[config.mk]
export PLATFORM = sky130hd
export DESIGN_NAME = tennis_rally
export DESIGN_NICKNAME = d
export VERILOG_FILES = /design/src/rtl/tennis_pkg.sv /design/src/rtl/rally_tick_timer.sv /design/src/rtl/tennis_rally.sv
export SDC_FILE = /design/constraint.sdc
export NUM_CORES = 1
export LEC_CHECK = 0
export CAP_MARGIN = 25
export CORE_ASPECT_RATIO = 0.75
export CORE_UTILIZATION = 55
export DETAILED_ROUTE_END_ITERATION = 10
export PLACE_DENSITY = 0.75
export REMOVE_ABC_BUFFERS = 1
export SYNTH_ARGS = -nofsm -noshare
export SYNTH_HDL_FRONTEND = slang
export SYNTH_SLANG_ARGS = --single-unit
[constraint.sdc]
create_clock -name clk -period 13.2 [get_ports clk]
set_input_delay 3.3 -clock clk [delete_from_list [all_inputs] [get_ports clk]]
set_output_delay 3.3 -clock clk [all_outputs]
set_load 0.01 [all_outputs]
[src/rtl/tennis_pkg.sv]
// Shared types for the LED tennis engine: FSM state encoding and player indices.
package tennis_pkg;

  typedef enum logic [2:0] {
    SERVE_1 = 3'd0,
    SERVE_2 = 3'd1,
    MOVE_DN = 3'd2,
    MOVE_UP = 3'd3,
    POINT   = 3'd4,
    OVER    = 3'd5
  } tennis_state_t;

  localparam logic PLAYER_1 = 1'b0;
  localparam logic PLAYER_2 = 1'b1;

endpackage

[src/rtl/rally_tick_timer.sv]
// Loadable step timer: counts period-1 down to 0, flags a tick at 0 and reloads.
module rally_tick_timer #(
  parameter int DIV_W = 26
) (
  input  logic             clk,
  input  logic             rst_n,
  input  logic             i_load,
  input  logic [DIV_W-1:0] i_period,
  output logic             o_tick
);

  logic [DIV_W-1:0] r_cnt;

  assign o_tick = (r_cnt == '0);

  // Reload on an explicit load or on expiry so the next step is a full period away.
  always_ff @(posedge clk or negedge rst_n) begin
    if (!rst_n) begin
      r_cnt <= '0;
    end else if (i_load || o_tick) begin
      r_cnt <= i_period - DIV_W'(1);
    end else begin
      r_cnt <= r_cnt - DIV_W'(1);
    end
  end

endmodule

[src/rtl/tennis_rally.sv]
// Two-player LED tennis engine: ball movement, hit windows, speed-up, scoring,
// point flash, loser-serves and game-over. All outputs are registered.
module tennis_rally
  import tennis_pkg::*;
#(
  parameter int N_LEDS       = 16,
  parameter int TICK_DIV     = 50_000_000,
  parameter int MIN_DIV      = 5_000_000,
  parameter int SPEEDUP      = 5_000_000,
  parameter int HIT_WINDOW   = 2,
  parameter int WIN_SCORE    = 7,
  parameter int FLASH_CYCLES = 25_000_000,
  localparam int SCORE_W     = $clog2(WIN_SCORE + 1)
) (
  input  logic               clk,
  input  logic               reset_clk,
  input  logic               but_1,
  input  logic               but_2,
  output logic [N_LEDS-1:0]  led,
  output logic [SCORE_W-1:0] score_1,
  output logic [SCORE_W-1:0] score_2,
  output logic               game_over
);

  localparam int DIV_W   = $clog2(TICK_DIV + 1);
  localparam int POS_W   = $clog2(N_LEDS);
  localparam int FLASH_W = $clog2(FLASH_CYCLES + 1);

  localparam logic [POS_W-1:0]   POS_TOP   = POS_W'(N_LEDS - 1);
  localparam logic [POS_W-1:0]   HIT_LO    = POS_W'(HIT_WINDOW);
  localparam logic [POS_W-1:0]   HIT_HI    = POS_W'(N_LEDS - HIT_WINDOW);
  localparam logic [DIV_W-1:0]   DIV_SERVE = DIV_W'(TICK_DIV);
  localparam logic [DIV_W-1:0]   DIV_MIN   = DIV_W'(MIN_DIV);
  localparam logic [SCORE_W-1:0] SCORE_WIN = SCORE_W'(WIN_SCORE);
  localparam logic [FLASH_W-1:0] FLASH_TOP = FLASH_W'(FLASH_CYCLES - 1);

  // Shorten the step period, comparing first so the subtraction can never wrap.
  function automatic logic [DIV_W-1:0] speed_up(input logic [DIV_W-1:0] div);
    logic [31:0] d;
    d = 32'(div);
    if (d < 32'(MIN_DIV) + 32'(SPEEDUP)) begin
      speed_up = DIV_MIN;
    end else begin
      speed_up = DIV_W'(d - 32'(SPEEDUP));
    end
  endfunction

  tennis_state_t      r_state;
  tennis_state_t      w_state_nxt;
  logic [POS_W-1:0]   r_pos;
  logic [POS_W-1:0]   w_pos_nxt;
  logic [DIV_W-1:0]   r_cur_div;
  logic [DIV_W-1:0]   w_div_nxt;
  logic [FLASH_W-1:0] r_flash;
  logic [SCORE_W-1:0] r_score_1;
  logic [SCORE_W-1:0] r_score_2;
  logic               r_win;
  logic               r_game_over;
  logic [N_LEDS-1:0]  r_led;
  logic [N_LEDS-1:0]  w_led_nxt;
  logic               r_but_1_q;
  logic               r_but_2_q;
  logic               w_press_1;
  logic               w_press_2;
  logic               w_tick;
  logic               w_load;
  logic               w_pt_1;
  logic               w_pt_2;

  assign w_press_1 = but_1 & ~r_but_1_q;
  assign w_press_2 = but_2 & ~r_but_2_q;

  rally_tick_timer #(
    .DIV_W (DIV_W)
  ) u_timer (
    .clk      (clk),
    .rst_n    (reset_clk),
    .i_load   (w_load),
    .i_period (w_div_nxt),
    .o_tick   (w_tick)
  );

  // State register.
  always_ff @(posedge clk or negedge reset_clk) begin
    if (!reset_clk) begin
      r_state <= SERVE_1;
    end else begin
      r_state <= w_state_nxt;
    end
  end

  // Next-state logic: a press is evaluated before the tick, so a coincident tick is dropped.
  always_comb begin
    w_state_nxt = r_state;
    w_pos_nxt   = r_pos;
    w_div_nxt   = r_cur_div;
    w_load      = 1'b0;
    w_pt_1      = 1'b0;
    w_pt_2      = 1'b0;
    case (r_state)
      SERVE_1: begin
        w_pos_nxt = POS_TOP;
        if (w_press_1) begin
          w_state_nxt = MOVE_DN;
          w_load      = 1'b1;
        end
      end
      SERVE_2: begin
        w_pos_nxt = '0;
        if (w_press_2) begin
          w_state_nxt = MOVE_UP;
          w_load      = 1'b1;
        end
      end
      MOVE_DN: begin
        if (w_press_2) begin
          if (r_pos < HIT_LO) begin
            w_state_nxt = MOVE_UP;
            w_div_nxt   = speed_up(r_cur_div);
            w_load      = 1'b1;
          end else begin
            w_pt_1 = 1'b1;
          end
        end else if (w_tick) begin
          if (r_pos == '0) begin
            w_pt_1 = 1'b1;
          end else begin
            w_pos_nxt = r_pos - POS_W'(1);
          end
        end
      end
      MOVE_UP: begin
        if (w_press_1) begin
          if (r_pos >= HIT_HI) begin
            w_state_nxt = MOVE_DN;
            w_div_nxt   = speed_up(r_cur_div);
            w_load      = 1'b1;
          end else begin
            w_pt_2 = 1'b1;
          end
        end else if (w_tick) begin
          if (r_pos == POS_TOP) begin
            w_pt_2 = 1'b1;
          end else begin
            w_pos_nxt = r_pos + POS_W'(1);
          end
        end
      end
      POINT: begin
        if (r_flash == '0) begin
          if (r_score_1 == SCORE_WIN || r_score_2 == SCORE_WIN) begin
            w_state_nxt = OVER;
          end else if (r_win == PLAYER_1) begin
            w_state_nxt = SERVE_2;
            w_pos_nxt   = '0;
            w_div_nxt   = DIV_SERVE;
          end else begin
            w_state_nxt = SERVE_1;
            w_pos_nxt   = POS_TOP;
            w_div_nxt   = DIV_SERVE;
          end
        end
      end
      OVER: begin
        w_state_nxt = OVER;
      end
      default: begin
        w_state_nxt = SERVE_1;
        w_pos_nxt   = POS_TOP;
      end
    endcase
    if (w_pt_1 || w_pt_2) begin
      w_state_nxt = POINT;
    end
  end

  // Output decode: LED pattern that the bar shows after the coming edge.
  always_comb begin
    w_led_nxt = '0;
    case (w_state_nxt)
      POINT: w_led_nxt = '1;
      OVER: begin
        for (int i = 0; i < N_LEDS; i++) begin
          if (r_win == PLAYER_1) begin
            w_led_nxt[i] = (i >= N_LEDS - N_LEDS / 2);
          end else begin
            w_led_nxt[i] = (i < N_LEDS / 2);
          end
        end
      end
      default: w_led_nxt[w_pos_nxt] = 1'b1;
    endcase
  end

  // Rally datapath: ball position, speed, flash timer, scores and registered outputs.
  always_ff @(posedge clk or negedge reset_clk) begin
    if (!reset_clk) begin
      r_pos       <= POS_TOP;
      r_cur_div   <= DIV_SERVE;
      r_flash     <= '0;
      r_score_1   <= '0;
      r_score_2   <= '0;
      r_win       <= PLAYER_1;
      r_game_over <= 1'b0;
      r_led       <= {1'b1, {(N_LEDS-1){1'b0}}};
      r_but_1_q   <= 1'b0;
      r_but_2_q   <= 1'b0;
    end else begin
      r_but_1_q   <= but_1;
      r_but_2_q   <= but_2;
      r_pos       <= w_pos_nxt;
      r_cur_div   <= w_div_nxt;
      r_led       <= w_led_nxt;
      r_game_over <= (w_state_nxt == OVER);
      if (w_pt_1 || w_pt_2) begin
        r_flash <= FLASH_TOP;
        r_win   <= w_pt_1 ? PLAYER_1 : PLAYER_2;
      end else if (r_state == POINT && r_flash != '0) begin
        r_flash <= r_flash - FLASH_W'(1);
      end
      if (w_pt_1 && r_score_1 != SCORE_WIN) begin
        r_score_1 <= r_score_1 + SCORE_W'(1);
      end
      if (w_pt_2 && r_score_2 != SCORE_WIN) begin
        r_score_2 <= r_score_2 + SCORE_W'(1);
      end
    end
  end

  assign led       = r_led;
  assign score_1   = r_score_1;
  assign score_2   = r_score_2;
  assign game_over = r_game_over;

endmodule

Yosys cells after proc, flatten, opt, wreduce, memory -nomap -nowiden
Index checks and enable logic that the tools add are counted.
{"block": "totals", "inputBits": 4, "elab_cells": 109, "register_bits": 110}
{"block": "classes", "add_sub_neg": 8, "mux": 55, "magnitude_cmp": 5, "n_eq_ne": 12, "n_reduce_logical": 13, "bitwise": 4}
{"op": "26-bit 2-to-1 mux", "count": 8}
{"op": "26-bit one-hot mux with 3 select lines", "count": 1}
{"op": "26-bit by 1-bit subtractor with 26-bit output, second input constant", "count": 2}
{"op": "25-bit 2-to-1 mux", "count": 2}
{"op": "4-bit 2-to-1 mux", "count": 9}
{"op": "16-bit one-hot mux with 2 select lines", "count": 1}
{"op": "3-bit 2-to-1 mux", "count": 9}
{"op": "26-bit zero test", "count": 1}
{"op": "26-bit by 24-bit less-than comparator with 1-bit output, second input constant", "count": 1}
{"op": "26-bit by 23-bit subtractor with 26-bit output, second input constant", "count": 1}
{"op": "25-bit zero test", "count": 1}
{"op": "25-bit nonzero test", "count": 1}
{"op": "25-bit by 1-bit subtractor with 25-bit output, second input constant", "count": 1}
{"op": "1-bit 2-to-1 mux", "count": 21}
{"op": "4-bit one-hot mux with 5 select lines", "count": 1}
{"op": "3-bit == test, second input constant", "count": 6}
{"op": "3-bit one-hot mux with 6 select lines", "count": 1}
{"op": "3-bit by 1-bit adder with 3-bit output, second input constant", "count": 2}
{"op": "3-bit by 2-bit == test with 1-bit output, second input constant", "count": 2}
{"op": "3-bit inequality test, second input constant", "count": 2}
{"op": "4-bit by 5-bit less-than comparator with 1-bit output, second input constant", "count": 1}
{"op": "4-bit by 1-bit adder with 4-bit output, second input constant", "count": 1}
{"op": "1-bit demux with 4-bit select", "count": 1}
{"op": "4-bit == test, second input constant", "count": 1}
{"op": "13 further kinds", "count": 20}

Longest topological paths before layout
{"block": "depth", "depth_word": 10, "mapped_depth": 18}

Modules after synthesis
A second synthesis with hierarchy kept.
{"block": "unflattened", "hier_cells": 676, "hier_area_um2": 6362.4}
{"module": "tennis_rally", "area_each_um2": 4469.3, "n_inst": 1, "cells_per_inst": 472}
{"module": "rally_tick_timer", "area_each_um2": 1893.1, "n_inst": 1, "cells_per_inst": 204}

Least setup slack after synthesis
OpenSTA, ideal clock, no wires.
{"block": "synth_timing", "path_type": "in2reg", "from": "input but_1", "to": "register u_timer.r_cnt[24]", "setup_slack_ns": 6.343, "path_stages": 17, "arrival_time_ns": 6.734, "path_cell_list": "nand2b_1 clkbuf_1 or3_1 nand3_1 a31o_2 clkbuf_1 clkbuf_1 buf_1 mux2i_1 ha_1 o21a_1 o311ai_2 nor3_2 and3_1 buf_2 nand4b_1 xnor2_1"}
{"block": "synth_via", "elab_chain_len": 5, "elab_cells_between_ends": 9, "cone_classes": "add/sub: 1; mux: 6; bitwise: 1; reduce/logical: 1"}
{"element": "start, declared", "line_no": "tennis_rally.sv:17", "text": "input logic but_1,"}
{"element": "1-bit bitwise AND *", "line_no": "tennis_rally.sv:70", "text": "assign w_press_1 = but_1 & ~r_but_1_q;"}
{"element": "26-bit 2-to-1 mux (tied with other cells)", "line_no": "tennis_rally.sv:133", "text": "if (w_press_1) begin"}
{"element": "26-bit one-hot mux with 3 select lines or 1-bit one-hot mux with 4 select lines (tied branches)", "line_no": "tennis_rally.sv:100", "text": "case (r_state)"}
{"element": "26-bit by 1-bit subtractor with 26-bit output or 1-bit logical OR (tied branches)", "line_no": "rally_tick_timer.sv:21, rally_tick_timer.sv:20"}
{"element": "26-bit 2-to-1 mux *", "line_no": "rally_tick_timer.sv:20", "text": "end else if (i_load || o_tick) begin"}
{"element": "end signal, assigned", "line_no": "rally_tick_timer.sv:21", "text": "r_cnt <= i_period - DIV_W'(1);"}
{"element": "end signal, assigned", "line_no": "rally_tick_timer.sv:23", "text": "r_cnt <= r_cnt - DIV_W'(1);"}
{"element": "end, declared", "line_no": "rally_tick_timer.sv:12", "text": "logic [DIV_W-1:0] r_cnt;"}
Mark *: on every way between the ends. The rest lies on a longest branch, timed or not.
A chain may end at the register's enable or synchronous reset.

Worst setup path in the final report
{"block": "layout_timing", "from": "input but_2", "to": "register u_timer.r_cnt[24]"}
{"block": "layout_via", "elab_chain_len": 5, "elab_cells_between_ends": 9, "cone_classes": "add/sub: 1; mux: 6; bitwise: 1; reduce/logical: 1"}
{"element": "start, declared", "line_no": "tennis_rally.sv:18", "text": "input logic but_2,"}
{"element": "1-bit bitwise AND", "line_no": "tennis_rally.sv:71", "text": "assign w_press_2 = but_2 & ~r_but_2_q;"}
{"element": "26-bit 2-to-1 mux", "line_no": "tennis_rally.sv:116", "text": "if (w_press_2) begin"}
{"element": "26-bit one-hot mux with 3 select lines", "line_no": "tennis_rally.sv:100"}
{"element": "via u_timer.i_period[0]", "line_no": "rally_tick_timer.sv:8", "text": "input logic [DIV_W-1:0] i_period,"}
{"element": "26-bit by 1-bit subtractor with 26-bit output", "line_no": "rally_tick_timer.sv:21"}
{"element": "26-bit 2-to-1 mux", "line_no": "rally_tick_timer.sv:20"}
The timed path passes the listed nets, and every way through them passes these cells.

==> out/results.tsv <==
metric	value	unit
outcome	completed	
total iterations of the first detailed-routing run	8	
Crit Path Category	in2reg	
core area	10900	um2
hold crit path type	reg2reg	
DP Wirelength	10400	um
number of remaining DRC errors	0	
via/cell ratio	6.25	
largest family of logic cells by synthesized area	simple AND/OR/NAND/NOR gates	
Syn Area/Cell	9.39	um2
FF+latch area	2770	um2
Synth async-reset ratio	1.00	
Crit path arrival time	7.75	ns
Post-CTS Setup Inserts	0	
Num CTS Buffers	9	
post-route ant nets	0	
design area	6820	um2
total congestion overflow	0	
Layout fillers	897	
largest net degree at the start of global routing	65	
Final min period	7.51	ns
kind of end point of the critical path	flop	
final wirelength	14500	um
drt wl/cell	17.7	um
Synth Instances	657	
Iter 0 DRT Violations	479	
startpoint types	input pin	
Max Freq	133	MHz
CP max-delay cell	a21oi_2	
CP peak stage delay	0.64	ns
count of cell types in the netlist	75	
routability-driven placement congestion ratio	0.923	
compound-cell area share of the yosys netlist	0.160	
Final Setup Violations	0	
Seq/Total Area, Yosys	0.449	
Synth Area in XOR/XNOR	0.0695	
Layout Area Growth over Synthesis	10.5	%
transition time of the tightest slew-check pin	0.805	ns
Lkg Pwr	2.66	nW
pwr dens	198	nW/um2
first-pass GRT wire length	24700	um
total vias in the final route	5117	
Fin Clk Skew	0.00630	ns
Die Wd	124	um
RSZ-0062 raised after global routing	no	
mux contribution to synthesized area	0.0332	
placed cell areas	6530	um2
DIE AREA	11700	um2
buffers and inverters on the worst path	1	
Final Hold Viols	0	
Post-synth EDFFs	0	
fin crit share	0.569	
antenna cell count	0	
CTS tree	built	
Worst path top cell family by delay	simple AND/OR/NAND/NOR gates	
Post-Syn Area	6170	um2
Post-CTS Resized	0	
IO buf count	26	
nets	691	
Required @ worst endpoint	13.44	ns
Clock Sinks	110	
layout cell share with drive strength beyond 1	0.106	
ys flop type	dfrtp_1	
maximum VDD drop	0.0000931	V
GR Util All Layers	0.266	
H-tree lvl count	3	
area share of fa/ha/maj cells after synthesis	0.0264	
hold_ws	0.516	ns
Die H	93.7	um
TNS Setup	0	ns
Initial Util	0.564	
normalized max-slew margin	0.459	
row cnt	33	
CP cell instances	clkdlybuf4s50_1 -> nor2b_1 -> nand4_1 -> a21oi_2 -> nor2_2 -> nor2_1 -> nor2b_1 -> mux2i_1 -> ha_1 -> o21a_1 -> o311ai_2 -> nor3_2 -> and3_1 -> nand4b_1 -> xnor2_1	
simple-gate share of the synthesized area	0.235	
CTS Hold Bufs	0	
I/O Pins	27	
Clock Path Buffers	2	
Ys Warns	0	
CTS root buf	clkbuf_16	
number of global-route vias before repair	4928	
Seq cells post-synth	110	
CP Max Fanout	14	
clk slew on worst S/H paths	0.07	ns
most used cell, CP	nor2b_1	
Clock Latency Late Sink	0.35	ns
initial antenna violation count	0	
footprint of the multi-input gates	3240	um2
max-slew violations	0	
max-cap violation count	0	
-- worst register-to-register path, stage by stage (launching register included) --
cell and delay [ns]:
dfrtp_1 0.60, inv_1 0.19, or3_1 0.49, a21oi_2 0.62
nor2_2 0.18, nor2_1 0.60, nor2b_1 0.13, mux2i_1 0.22
ha_1 0.27, o21a_1 0.18, o311ai_2 0.18, nor3_2 0.20
and3_1 0.32, nand4b_1 0.16, xnor2_1 0.16
-- layout by cell type, fill, tap and decap left out, types with 4 or more instances in the layout --
master,instances
a211oi_1,5
a21o_1,5
a21oi_1,29
a31o_2,4
a31oi_1,8
and2_1,8
and3_1,7
clkbuf_16,9
clkdlybuf4s50_1,25
dfrtp_1,93
dfstp_2,17
ha_1,13
inv_1,19
mux2_2,6
mux2i_1,10
nand2_1,66
nand2b_1,9
nand3_1,27
nand4_1,5
nand4b_1,5
nor2_1,60
nor2b_1,10
nor3_1,26
nor4_1,11
o21a_1,4
o21ai_0,36
o21ai_1,6
o22ai_1,5
o31ai_1,9
or2_2,5
or3_1,17
xnor2_1,32
xor2_1,17
-- worst paths after layout --
kind	startpoint	to	slack [ns]	cells past startpoint
max in group asynchronous	reset_clk	r_cur_div[16]	9.03	2
min	score_1[0]	score_1[0]	0.52	1
max	but_2	u_timer.r_cnt[24]	5.69	15
min reg2reg	score_1[0]	score_1[0]	0.52	1
max reg2reg	r_state[0]	u_timer.r_cnt[24]	8.58	14
min in group asynchronous	reset_clk	led[8]	2.93	1
-- layout make-up --
class / instances / area share
clock inverters: 6 / 0.00679
well taps: 140 / 0.0257
repair buffers: 28 / 0.0400
clock buffers: 10 / 0.0350
inverters: 19 / 0.0105
multi-input cells: 506 / 0.475
flip-flops and latches: 110 / 0.407
-- state kept, by name, summed over array words and instances (netlist names) --
name and cells:
r_state 3, r_but_2_q 1, r_win 1, r_but_1_q 1, r_cur_div 26, score_1 3, led 16, score_2 3
r_pos 4, u_timer.r_cnt 26, game_over 1, r_flash 25
-- through the flow --
stage	utilization	setup WS [ns]	instances	power [mW]
floorplan	-	6.70	635	0.900
detailed placement	0.597	5.37	803	1.08
global placement	0.597	5.65	803	1.06
global route	0.623	5.23	819	1.45
CTS	0.623	5.74	819	1.35
finish	0.623	5.69	819	1.35
-- Yosys cell counts, drive strengths merged (4+ instances only) --
| cell type | instances | area (um2) |
|---|---|---|
| dfrtp | 93 | 2330 |
| nand2 | 66 | 248 |
| nor2 | 62 | 238 |
| o21ai | 42 | 210 |
| xnor2 | 32 | 280 |
| a21oi | 31 | 163 |
| nor3 | 28 | 156 |
| nand3 | 27 | 135 |
| inv | 19 | 71.3 |
| clkbuf | 18 | 67.6 |
| dfstp | 17 | 447 |
| or3 | 17 | 106 |
| xor2 | 17 | 149 |
| nor4 | 14 | 115 |
| ha | 13 | 163 |
| mux2i | 11 | 123 |
| nor2b | 10 | 62.6 |
| a31oi | 9 | 56.3 |
| nand2b | 9 | 56.3 |
| o31ai | 9 | 67.6 |
| and2 | 8 | 50.1 |
| and3 | 7 | 43.8 |
| mux2 | 7 | 82.6 |
| a211oi | 5 | 37.5 |
| a21o | 5 | 37.5 |
| nand4 | 5 | 31.3 |
| nand4b | 5 | 43.8 |
| o22ai | 5 | 31.3 |
| or2 | 5 | 31.3 |
| or4 | 5 | 45.0 |
| a2111oi | 4 | 41.3 |
| a31o | 4 | 35.0 |
| buf | 4 | 25.0 |
| o21a | 4 | 30.0 |
-- metal layers --
layer	global-route usage	part of all wire	vias up
met2	0.395	0.43	197
met4	0.0843	0.018	0
met3	0.0666	0.067	28
met1	0.380	0.49	2479
li1	-	-	2413
met5	0	0	-
-- power breakdown --
group | switching [mW] | internal [mW] | total, mW
combinational | 0.339 | 0.230 | 0.569
sequential | 0.0864 | 0.433 | 0.520
clock | 0.127 | 0.134 | 0.261
-- cells by family (layout without fill, tap and decap cells) --
family	count (synthesis)	in the layout
buffers and inverters	41	63
AO/OA/AOI/OAI	148	148
XOR/XNOR	49	49
adder cells (fa/ha/maj)	13	13
AND/OR/NAND/NOR	278	278
flip-flops	110	110
multiplexers	18	18
Note: power is estimated with default switching activity, not from simulation.
